File: src/rtl/para_fir_pkg.sv
// para_fir_pkg: shared constants, loader state encoding and width helper for the parallel FIR.
// Rev 1.0
`default_nettype none

package para_fir_pkg;

  localparam int COEFF_W = 18;

  localparam logic [1:0] ST_IDLE    = 2'd0;
  localparam logic [1:0] ST_LOAD    = 2'd1;
  localparam logic [1:0] ST_DRAIN   = 2'd2;
  localparam logic [1:0] ST_PENDING = 2'd3;

  // Bits needed to index n items, never less than one.
  function automatic int clog2(input int n);
    int r;
    r = 0;
    for (int i = 0; i < 31; i++) begin
      if ((1 << i) < n) r = i + 1;
    end
    if (r < 1) r = 1;
    return r;
  endfunction

endpackage

`default_nettype wire

File: src/rtl/para_fir_coeff_loader.sv
// para_fir_coeff_loader: assembles streamed coefficients in a shadow bank and swaps them
// into the active vector atomically on a qualified swap strobe. Rev 1.0
`default_nettype none

module para_fir_coeff_loader #(
  parameter int taps = 9,
  parameter int COEFF_W = para_fir_pkg::COEFF_W,
  parameter logic [COEFF_W*taps-1:0] RESET_COEFF = '0
) (
  input  logic                      clk_i,
  input  logic                      rst_i,
  input  logic [COEFF_W-1:0]        cfg_data_i,
  input  logic                      cfg_valid_i,
  input  logic                      cfg_last_i,
  output logic                      cfg_ready_o,
  input  logic                      swap_en_i,
  input  logic                      err_clr_i,
  output logic [COEFF_W*taps-1:0]   coeff_o,
  output logic                      update_o,
  output logic                      pending_o,
  output logic                      err_short_o,
  output logic                      err_long_o
);

  import para_fir_pkg::*;

  localparam int CNT_W = clog2(taps);
  localparam logic [CNT_W-1:0] LAST_IDX = CNT_W'(taps - 1);

  logic [1:0]              state_q, state_d;
  logic [CNT_W-1:0]        cnt_q, cnt_d;
  logic [COEFF_W-1:0]      shadow_q [taps];
  logic [COEFF_W-1:0]      shadow_d [taps];
  logic [COEFF_W*taps-1:0] coeff_q, coeff_d;
  logic                    update_q, update_d;
  logic                    err_short_q, err_short_d;
  logic                    err_long_q, err_long_d;

  logic accept;
  logic set_short;
  logic set_long;
  logic clear_shadow;

  assign accept = cfg_valid_i && (state_q != ST_PENDING);

  always_comb begin
    state_d      = state_q;
    cnt_d        = cnt_q;
    shadow_d     = shadow_q;
    coeff_d      = coeff_q;
    update_d     = 1'b0;
    set_short    = 1'b0;
    set_long     = 1'b0;
    clear_shadow = 1'b0;

    case (state_q)
      ST_IDLE: begin
        if (accept) begin
          if (cfg_last_i && (taps > 1)) begin
            set_short    = 1'b1;
            clear_shadow = 1'b1;
          end else begin
            shadow_d[0] = cfg_data_i;
            if (taps == 1) begin
              // A one-tap frame is complete (or already overlong) on its first word.
              if (cfg_last_i) begin
                state_d = ST_PENDING;
              end else begin
                set_long = 1'b1;
                state_d  = ST_DRAIN;
              end
            end else begin
              cnt_d   = CNT_W'(1);
              state_d = ST_LOAD;
            end
          end
        end
      end

      ST_LOAD: begin
        if (accept) begin
          if (cnt_q == LAST_IDX) begin
            for (int k = 0; k < taps; k++) begin
              if (cnt_q == CNT_W'(k)) shadow_d[k] = cfg_data_i;
            end
            if (cfg_last_i) begin
              state_d = ST_PENDING;
            end else begin
              set_long = 1'b1;
              state_d  = ST_DRAIN;
            end
          end else if (cfg_last_i) begin
            set_short    = 1'b1;
            clear_shadow = 1'b1;
            cnt_d        = '0;
            state_d      = ST_IDLE;
          end else begin
            for (int k = 0; k < taps; k++) begin
              if (cnt_q == CNT_W'(k)) shadow_d[k] = cfg_data_i;
            end
            cnt_d = cnt_q + CNT_W'(1);
          end
        end
      end

      ST_DRAIN: begin
        if (accept && cfg_last_i) begin
          clear_shadow = 1'b1;
          cnt_d        = '0;
          state_d      = ST_IDLE;
        end
      end

      default: begin
        if (swap_en_i) begin
          for (int k = 0; k < taps; k++) begin
            coeff_d[COEFF_W*(taps-k)-1 -: COEFF_W] = shadow_q[k];
          end
          update_d = 1'b1;
          cnt_d    = '0;
          state_d  = ST_IDLE;
        end
      end
    endcase

    if (clear_shadow) begin
      for (int k = 0; k < taps; k++) shadow_d[k] = '0;
    end

    // A fresh error in the same cycle as a clear must survive.
    err_short_d = (err_short_q && !err_clr_i) || set_short;
    err_long_d  = (err_long_q && !err_clr_i) || set_long;
  end

  always_ff @(posedge clk_i) begin
    if (rst_i) begin
      state_q     <= ST_IDLE;
      cnt_q       <= '0;
      coeff_q     <= RESET_COEFF;
      update_q    <= 1'b0;
      err_short_q <= 1'b0;
      err_long_q  <= 1'b0;
      for (int k = 0; k < taps; k++) shadow_q[k] <= '0;
    end else begin
      state_q     <= state_d;
      cnt_q       <= cnt_d;
      coeff_q     <= coeff_d;
      update_q    <= update_d;
      err_short_q <= err_short_d;
      err_long_q  <= err_long_d;
      shadow_q    <= shadow_d;
    end
  end

  assign cfg_ready_o = (state_q != ST_PENDING);
  assign pending_o   = (state_q == ST_PENDING);
  assign coeff_o     = coeff_q;
  assign update_o    = update_q;
  assign err_short_o = err_short_q;
  assign err_long_o  = err_long_q;

endmodule

`default_nettype wire

File: config.mk
export PLATFORM = sky130hd
export DESIGN_NAME = para_fir_coeff_loader
export DESIGN_NICKNAME = d
export VERILOG_FILES = /design/src/rtl/para_fir_pkg.sv /design/src/rtl/para_fir_coeff_loader.sv
export SDC_FILE = /design/constraint.sdc
export NUM_CORES = 1
export LEC_CHECK = 0
export ABC_CLOCK_PERIOD_IN_PS = 2900
export BUFFER_PORTS_ARGS = -buffer_cell sky130_fd_sc_hd__buf_2
export CAP_MARGIN = 20
export CORE_AREA = 2 2 176 178
export CTS_CLUSTER_DIAMETER = 60
export CTS_CLUSTER_SIZE = 25
export DETAILED_ROUTE_END_ITERATION = 8
export DIE_AREA = 0 0 178 180
export PLACE_DENSITY = 0.58
export SYNTH_ARGS = -nofsm -noshare
export SYNTH_HDL_FRONTEND = slang
export SYNTH_SLANG_ARGS = --single-unit
File: constraint.sdc
create_clock -name clk_i -period 2.9 [get_ports clk_i]
set_input_delay 0.29 -clock clk_i [delete_from_list [all_inputs] [get_ports clk_i]]
set_output_delay 0.29 -clock clk_i [all_outputs]
set_load 0.05 [all_outputs]
==> flow_summary.json, run 1 <==
{
  "routed_wl_microns": 32800,
  "clockBufferDepth": 3,
  "placed_cells": 1912,
  "cts_tree": "done",
  "crit_chain": "inv_1, ha_1, and3b_1, o21ai_0, a31o_4, buf_4, a21oi_1",
  "yosysWarnings": 0,
  "drive_gt1_share_pct": 17.5,
  "cp.required_ns": 3.32,
  "insertion_delay_ns": 0.55,
  "path_class": "reg -> reg",
  "layout.cells.non_filler": 1959,
  "io_pins": 191,
  "vias_per_cell": 4.93,
  "period_share_pct": 77.0,
  "routed-via-count": 9657,
  "die_h_microns": 180,
  "syn_to_final_growth_pct": 17.3,
  "slew_headroom_pct": 47.2,
  "fmax_mhz": 448,
  "busiest_layer": "met2",
  "grtUsageMet3_pct": 2.43,
  "slowest_delay_ns": 0.53,
  "end_kind": "flip-flop",
  "fin_hold_ws_ns": 0.0828,
  "maxCapViolations": 0,
  "ctsHoldBuffers": 0,
  "final.fill_count": 2979,
  "initial_core_util_pct": 39.4,
  "worstSetupStartpointType": "flip-flop",
  "core-area_sq_um": 30200,
  "ir_worst_vdd_mv": 0.432,
  "final_core_util_pct": 46.3,
  "critPathBufInv": 2,
  "leakagePower_uw": 0.00512,
  "grt_start_max_net_pins": 172,
  "yosysSeqAreaShare_pct": 56.0,
  "synth_nets": 1456,
  "root_buffer": "clkbuf_16",
  "critical_path.max_fanout": 37,
  "worstReg2RegStart": "cnt_q[0]",
  "fin_nets": 1571,
  "dieArea_sq_um": 32000,
  "hpwl_microns": 19800,
  "pwr_density_cell_nw_per_um2": 632,
  "dr.pass1.iters": 5,
  "ys_seq_elements": 333,
  "antenna_found_initial": 1,
  "netlist_instances": 1428,
  "path_clk_slew_ns": 0.09,
  "std_cell_rows": 64,
  "finalHoldViolations": 0,
  "synth_area_per_cell_sq_um": 8.34,
  "cts_resized": 0,
  "crit_family": "compound AO/OA/AOI/OAI gates",
  "port_buffers": 190,
  "antenna_left": 0,
  "clock_sinks": 333,
  "grt_util_met2_pct": 32.4,
  "cts_inserted_buffers": 25,
  "grt_overflow": 0,
  "routedWlPerCell_microns": 16.8,
  "synth.distinct_cells": 41,
  "drt_iter0_markers": 717,
  "tightest_slew_ns": 0.792,
  "fin_tns_setup_ns": 0,
  "cp.arrival_ns": 2.66,
  "drc": 0,
  "min_from": "err_clr_i",
  "hold_path_class": "in -> reg",
  "setup-violations-final": 0,
  "synth-edff-count": 0,
  "postSynth.topFlopCell": "dfxtp_1",
  "grt_pass1_vias": 8855,
  "gp_congestion": 0.815,
  "cp_slowest_cell": "a31o_4",
  "async_flop_share_pct": 0,
  "outcome": "finished clean",
  "die_x_microns": 178,
  "htreeDepth": 1,
  "postCtsSetupBuffers": 0,
  "grt_usage_pct": 20.0,
  "fin_crit_ns": 2.23,
  "startpoint": "cnt_q[0]",
  "final_max_slew_viol_count": 0,
  "grt_pass1_wl_microns": 50300,
  "netlist_area_sq_um": 11900,
  "rsz0062_at_grt": "false",
  "use_met1_pct": 28.5,
  "fin_skew_ns": 0.0167
}
==> cell usage in the layout, fill, tap and decap left out, types with 4 or more instances in the layout <==
| master | n |
|---|---|
| inv_8 | 5 |
| buf_4 | 12 |
| buf_12 | 5 |
| nand2_1 | 508 |
| ha_1 | 4 |
| clkbuf_16 | 25 |
| o21ai_0 | 5 |
| buf_2 | 189 |
| nor2_2 | 9 |
| dfxtp_1 | 333 |
| mux2i_1 | 73 |
| nand3_1 | 6 |
| inv_1 | 6 |
| nor2_1 | 75 |
| a21oi_1 | 257 |
==> cells in the mapped netlist, types with 2 or more instances <==
| library cell | number | area share, % |
|---|---|---|
| buf_6 | 4 | 0.38 |
| inv_1 | 6 | 0.19 |
| nor2_2 | 9 | 0.47 |
| nor3_2 | 3 | 0.25 |
| mux2i_1 | 73 | 6.1 |
| a21oi_1 | 257 | 11 |
| ha_1 | 4 | 0.42 |
| buf_12 | 2 | 0.34 |
| nor2_1 | 75 | 2.4 |
| clkbuf_1 | 71 | 2.2 |
| nor2b_1 | 3 | 0.16 |
| o21ai_0 | 5 | 0.21 |
| and3_1 | 3 | 0.16 |
| or2_1 | 3 | 0.16 |
| buf_4 | 5 | 0.32 |
| nand2_1 | 509 | 16 |
| buf_2 | 35 | 1.5 |
| nand3_1 | 6 | 0.25 |
| dfxtp_1 | 333 | 56 |
==> metrics by stage <==
step | total power [uW] | cell area (sq um) | worst slack (ns)
CTS | 8910 | 14000 | 0.654
finish | 8820 | 14000 | 0.666
detailed placement | 4970 | 13000 | 0.673
floorplan | 4860 | 11900 | 0.569
global placement | 4970 | 13000 | 0.725
global route | 9100 | 14000 | 0.479
==> cells by family after synthesis <==
family          after synthesis  share of synthesized area [%]
compound gates              269                           11.6
simple gates                623                           20.7
flops                       333                           56.0
buf+inv                     125                           5.09
mux                          74                           6.23
fa+ha+maj                     4                          0.420
==> worst paths after layout <==
path | end | slack, ns | depth (start not counted)
max | shadow_q[8] | 0.67 | 7
min | err_short_o | 0.08 | 4
max reg2reg | shadow_q[8] | 0.67 | 7
min reg2reg | coeff_o[15] | 0.45 | 2
==> power by group <==
part | total [uW] | leakage (uW) | internal [uW] | switching [uW]
logic | 272 | 0.00197 | 57.6 | 214
registers | 4590 | 0.00268 | 4580 | 9.61
clock network | 3960 | 0.000463 | 2030 | 1930
total | 8820 | 0.00512 | 6670 | 2160
==> layout make-up <==
type	count	area (sq um)	area share [%]
clock inverters	20	318	2.28
clock buffers	26	639	4.58
diodes	1	2.50	0.0179
flip-flops and latches	333	6670	47.7
inverters	6	22.5	0.161
repair buffers	207	1150	8.21
multi-input cells	970	4680	33.5
well taps	396	495	3.55
==> worst register-to-register path, stage by stage, from the launching register on <==
cell and delay, ns:
dfxtp_1 0.42, inv_1 0.09, ha_1 0.24, and3b_1 0.19, o21ai_0 0.21, a31o_4 0.53, buf_4 0.37, a21oi_1 0.07
==> metal layers <==
metal	part of all wire, %	vias up
met1	47	4484
met2	45	294
met4	1.7	0
li1	-	4841
met5	0	-
met3	6.1	38
(Power assumes the default switching activity.)
==> run 2: changes to the inputs <==
--- a/config.mk
+++ b/config.mk
@@ -5,7 +5,7 @@
 export SDC_FILE = /design/constraint.sdc
 export NUM_CORES = 1
 export LEC_CHECK = 0
-export ABC_CLOCK_PERIOD_IN_PS = 2900
+export ABC_CLOCK_PERIOD_IN_PS = 2050
 export BUFFER_PORTS_ARGS = -buffer_cell sky130_fd_sc_hd__buf_2
 export CAP_MARGIN = 20
 export CORE_AREA = 2 2 176 178
@@ -13,7 +13,7 @@
 export CTS_CLUSTER_SIZE = 25
 export DETAILED_ROUTE_END_ITERATION = 8
 export DIE_AREA = 0 0 178 180
-export PLACE_DENSITY = 0.58
+export PLACE_DENSITY = 0.6
 export SYNTH_ARGS = -nofsm -noshare
 export SYNTH_HDL_FRONTEND = slang
 export SYNTH_SLANG_ARGS = --single-unit
==> constraint.sdc (replaced) <==
create_clock -name clk_i -period 2.05 [get_ports clk_i]
set_input_delay 0.205 -clock clk_i [delete_from_list [all_inputs] [get_ports clk_i]]
set_output_delay 0.205 -clock clk_i [all_outputs]
set_load 0.05 [all_outputs]
==> run 2 against run 1 <==
Net effect: worst setup slack got worse by 0.55 ns; critical path depth did not move; sequential share of layout area decreased by 0.81 points; flip-flop and latch count is the same; sequential power is 41% higher; register-to-register slack got worse by 0.55 ns; utilization up 0.80 points; power is 41% higher; critical path type unchanged; largest power group unchanged.
==> flow_summary.json, run 2 (synthesis results as in run 1) <==
{
  "outcome": "finished clean",
  "drc": 0,
  "grt_pass1_vias": 8962,
  "pwr_density_cell_nw_per_um2": 874,
  "antenna_left": 0,
  "leakagePower_uw": 0.00521,
  "core-area_sq_um": 30200,
  "grt_pass1_wl_microns": 50300,
  "io_pins": 191,
  "reg2regPathDepth": 7,
  "worst_slack_ns": 0.112,
  "hold_path_class": "in -> reg",
  "critical_path.max_fanout": 50,
  "layout_commonest_cell": "nand2_1",
  "final_core_util_pct": 47.1,
  "gp_congestion": 0.784,
  "dieArea_sq_um": 32000,
  "path_class": "reg -> reg",
  "place_ws_ns": 0.122,
  "fmax_mhz": 516,
  "end_kind": "flip-flop",
  "std_cell_rows": 64,
  "initial_core_util_pct": 39.4,
  "worstSetupStartpointType": "flip-flop",
  "cts_tree": "done",
  "grt_start_max_net_pins": 109,
  "fin_nets": 1585,
  "grt_overflow": 0,
  "dpl_cell_area_sq_um": 13200,
  "syn_to_final_growth_pct": 19.3,
  "fin_skew_ns": 0.0190,
  "port_buffers": 190,
  "die_h_microns": 180,
  "antenna_found_initial": 0,
  "fin_crit_ns": 1.94,
  "cp.arrival_ns": 2.36,
  "holdPathStages": 4,
  "htreeDepth": 1,
  "period_share_pct": 94.5,
  "routed-via-count": 9754,
  "routedWlPerCell_microns": 16.9,
  "n_antenna_cell": 0,
  "die_x_microns": 178,
  "maxCapViolations": 0,
  "setup-violations-final": 0,
  "finalHoldViolations": 0,
  "stdcell_area_sq_um": 14200,
  "mostFrequentLayoutCells": "nand2_1 (507), dfxtp_1 (333), a21oi_1 (257)",
  "insertion_delay_ns": 0.56,
  "slew_headroom_pct": 56.1,
  "dr.pass1.iters": 5,
  "cts_inserted_buffers": 26,
  "drt_iter0_markers": 752,
  "ir_worst_vdd_mv": 0.563,
  "tightest_slew_ns": 0.659,
  "cp.required_ns": 2.48,
  "grt_usage_pct": 20.0,
  "routed_wl_microns": 33400,
  "final_max_slew_viol_count": 0,
  "clock_sinks": 333,
  "fin_tns_setup_ns": 0,
  "hpwl_microns": 19900,
  "drive_gt1_share_pct": 18.5,
  "clockBufferDepth": 3,
  "root_buffer": "clkbuf_16",
  "path_clk_slew_ns": 0.08,
  "fin_hold_ws_ns": 0.0498,
  "vias_per_cell": 4.94
}
## run 2: changes by cell type in the layout (fill, tap and decap cells not counted), sizes merged, moves of 2 or more
| cell | before | now |
|---|---|---|
| buf | 207 | 218 |
| bufinv | 3 | 0 |
| clkbuf | 26 | 28 |
| clkinvlp | 1 | 3 |
## run 2: worst paths after layout
| kind | slack [ns] | from | endpoint |
|---|---|---|---|
| hold / removal | 0.05 | err_clr_i | err_short_o |
| setup / recovery | 0.11 | cnt_q[0] | flip-flop |
| hold reg to reg | 0.44 | shadow_q[17] | coeff_o[17] |
| setup reg to reg | 0.11 | cnt_q[0] | flip-flop |
## run 2: area by class of cell
| type | instances | area, sq um |
|---|---|---|
| inverter | 6 | 26.3 |
| multi-input combinational | 970 | 4710 |
| timing repair buffer | 220 | 1370 |
| clock inverter | 21 | 264 |
| fill | 3009 | 16000 |
| clock buffer | 27 | 676 |
| sequential | 333 | 6670 |
| tap | 396 | 495 |
## run 2: metal layers
layer	up-vias	global-route usage (%)	routed length, microns
met5	-	0	0
met4	0	4.33	599
met3	45	3.19	2020
met2	266	30.8	14600
met1	4583	29.3	16200
li1	4860	-	-
## run 2: worst max-delay path, stage by stage, from the launching register on
cell	delay, ns
dfxtp_1	0.41
inv_1	0.09
ha_1	0.26
and3b_1	0.21
o21ai_0	0.20
a31o_4	0.28
buf_12	0.26
a21oi_1	0.07
## run 2: repair_timing
item / CTS / global route
hold endpoints to repair: 21 / 0
buffers inserted: 0 / 0
hold buffers: 1 / 0
resized for setup: 0 / 4
setup endpoints to repair: 0 / 51
## run 2: metrics by stage
step                      cells  total power, uW
after floorplan            1428             6870
after global placement     1923             7050
after detailed placement   1923             7050
after CTS                  1972            12500
after global routing       1973            12800
final                      1973            12400
## run 2: report_power, final
part | switching (uW) | internal, uW
combinational | 320 | 103
sequential | 11.3 | 6480
clock | 2850 | 2650
==> run 3: changes to the inputs <==
--- a/config.mk
+++ b/config.mk
@@ -5,7 +5,7 @@
 export SDC_FILE = /design/constraint.sdc
 export NUM_CORES = 1
 export LEC_CHECK = 0
-export ABC_CLOCK_PERIOD_IN_PS = 2050
+export ABC_CLOCK_PERIOD_IN_PS = 2200
 export BUFFER_PORTS_ARGS = -buffer_cell sky130_fd_sc_hd__buf_2
 export CAP_MARGIN = 20
 export CORE_AREA = 2 2 176 178
@@ -13,7 +13,8 @@
 export CTS_CLUSTER_SIZE = 25
 export DETAILED_ROUTE_END_ITERATION = 8
 export DIE_AREA = 0 0 178 180
-export PLACE_DENSITY = 0.6
+export PLACE_DENSITY = 0.58
+export RECOVER_POWER = 100
 export SYNTH_ARGS = -nofsm -noshare
 export SYNTH_HDL_FRONTEND = slang
 export SYNTH_SLANG_ARGS = --single-unit
==> constraint.sdc (replaced) <==
create_clock -name clk_i -period 2.2 [get_ports clk_i]
set_input_delay 0.22 -clock clk_i [delete_from_list [all_inputs] [get_ports clk_i]]
set_output_delay 0.22 -clock clk_i [all_outputs]
set_load 0.05 [all_outputs]
==> run 3 against run 2 <==
Net effect: wire length is 1.3% lower; sequential power fell by 6.8%; cell area fell by 2.4%; utilization shrank 1.1 points; flip-flop and latch count is the same; fmax is 6.0% lower; count of clock-buffer cells in the layout rose by 1; register-to-register slack gained 0.03 ns; die area did not move; critical path depth decreased by 2.
==> flow_summary.json, run 3 (synthesis results as in run 1) <==
{
  "outcome": "finished clean",
  "root_buffer": "clkbuf_16",
  "worst_slack_ns": 0.138,
  "initial_core_util_pct": 39.4,
  "crit_chain": "or4b_4, nor3_2, clkbuf_2, mux2i_1, nor2_2",
  "dr.pass1.iters": 5,
  "routedWlPerCell_microns": 16.7,
  "layout_commonest_cell": "nand2_1",
  "std_cell_rows": 64,
  "pwr_density_cell_nw_per_um2": 844,
  "regArea_sq_um": 6670,
  "critical_path.max_fanout": 11,
  "final.fill_count": 3057,
  "routed_wl_microns": 32900,
  "die_x_microns": 178,
  "cp.arrival_ns": 2.48,
  "critPathBufInv": 1,
  "drive_gt1_share_pct": 7.32,
  "core-area_sq_um": 30200,
  "drc": 0,
  "die_h_microns": 180,
  "cp_slowest_cell": "or4b_4",
  "port_buffers": 190,
  "antenna_left": 0,
  "antenna_found_initial": 1,
  "final_max_slew_viol_count": 0,
  "p_int_uw": 8900,
  "crit_family": "simple AND/OR/NAND/NOR gates",
  "dieArea_sq_um": 32000,
  "setup-violations-final": 0,
  "insertion_delay_ns": 0.56,
  "cts_resized": 0,
  "clockBufferDepth": 3,
  "ir_worst_vdd_mv": 0.499,
  "cp.required_ns": 2.62,
  "path_clk_slew_ns": 0.07,
  "grt_overflow": 0,
  "leakagePower_uw": 0.00444,
  "hpwl_microns": 19900,
  "syn_to_final_growth_pct": 16.4,
  "grt_start_max_net_pins": 94,
  "grt_pass1_vias": 9092,
  "maxCapViolations": 0,
  "cts_tree": "done",
  "p_comb_share_pct": 3.2,
  "hold_path_class": "in -> reg",
  "clockPowerShare_pct": 45.1,
  "drt_iter0_markers": 722,
  "grt_pass1_wl_microns": 50900,
  "p_switching_uw": 2790,
  "slowest_delay_ns": 0.68,
  "slew_headroom_pct": 45.0,
  "rsz0062_at_grt": "false",
  "cts_inserted_buffers": 26,
  "fmax_mhz": 485,
  "fin_skew_ns": 0.0348,
  "clock_sinks": 333,
  "grt_usage_pct": 20.0,
  "htreeDepth": 1,
  "mostFrequentLayoutCells": "nand2_1 (507), dfxtp_1 (333), a21oi_1 (257)",
  "vias_per_cell": 4.90,
  "fin_crit_ns": 2.06,
  "end_kind": "flip-flop",
  "period_share_pct": 93.7,
  "gp_congestion": 0.814,
  "tightest_slew_ns": 0.825,
  "worstSetupStartpointType": "flip-flop",
  "finalHoldViolations": 0,
  "routed-via-count": 9650,
  "multi_input_area_sq_um": 4660,
  "swShare_pct": 23.9,
  "path_class": "reg -> reg",
  "ctsHoldBuffers": 0,
  "power_frac_seq_pct": 51.7,
  "place_ws_ns": 0.265,
  "fin_nets": 1580,
  "io_pins": 191,
  "postCtsSetupBuffers": 0,
  "fin_tns_setup_ns": 0
}
-- run 3: worst reg2reg max path, stage by stage (launching register included) --
cell,delay (ns)
dfxtp_1,0.37
or4b_4,0.68
nor3_2,0.22
clkbuf_2,0.37
mux2i_1,0.27
nor2_2,0.04
-- run 3: final cells by class --
class / count / share of cell area [%]
inverters: 6 / 0.172
diodes: 1 / 0.0181
clock inverters: 19 / 2.04
well taps: 396 / 3.57
repair buffers: 215 / 7.50
multi-input cells: 970 / 33.6
flip-flops and latches: 333 / 48.1
clock buffers: 28 / 4.97
-- run 3: worst paths after layout --
kind | slack, ns | cells after the start | end | startpoint
max | 0.14 | 5 | flip-flop | cnt_q[3]
min | 0.06 | 4 | err_short_o | err_clr_i
max reg2reg | 0.14 | 5 | flip-flop | cnt_q[3]
min reg2reg | 0.43 | 2 | coeff_o[92] | flip-flop
-- run 3: stage by stage --
stage          utilization, %  hold WS (ns)  instance area, sq um  power [uW]  std cells
4_1_cts                  46.7        0.0425                 14100       11800       1967
2_1_floorplan               -         0.417                 11900        6400       1428
3_5_place_dp             43.5         0.442                 13100        6560       1920
3_3_place_gp             43.5         0.438                 13100        6560       1920
5_1_grt                  45.9        0.0851                 13900       12000       1968
6_report                 45.9        0.0562                 13900       11700       1968
-- run 3: power groups by stage --
stage	clock network, uW	registers, uW	logic [uW]
after floorplan	0	6190	209
after global placement	0	6190	373
after detailed placement	0	6190	374
after CTS	5390	6050	375
after global routing	5600	6050	393
final	5270	6050	371
-- run 3: per-layer routing --
metal  global-route usage (%)  part of all wire [%]  wire length [microns]  vias to the layer above
met3                     2.64                   5.2                   1720                       38
met1                     29.0                    48                  15800                     4508
li1                         -                     -                      -                     4850
met4                     4.52                   1.8                    601                        0
met2                     31.6                    45                  14800                      254
met5                        0                     0                      0                        -
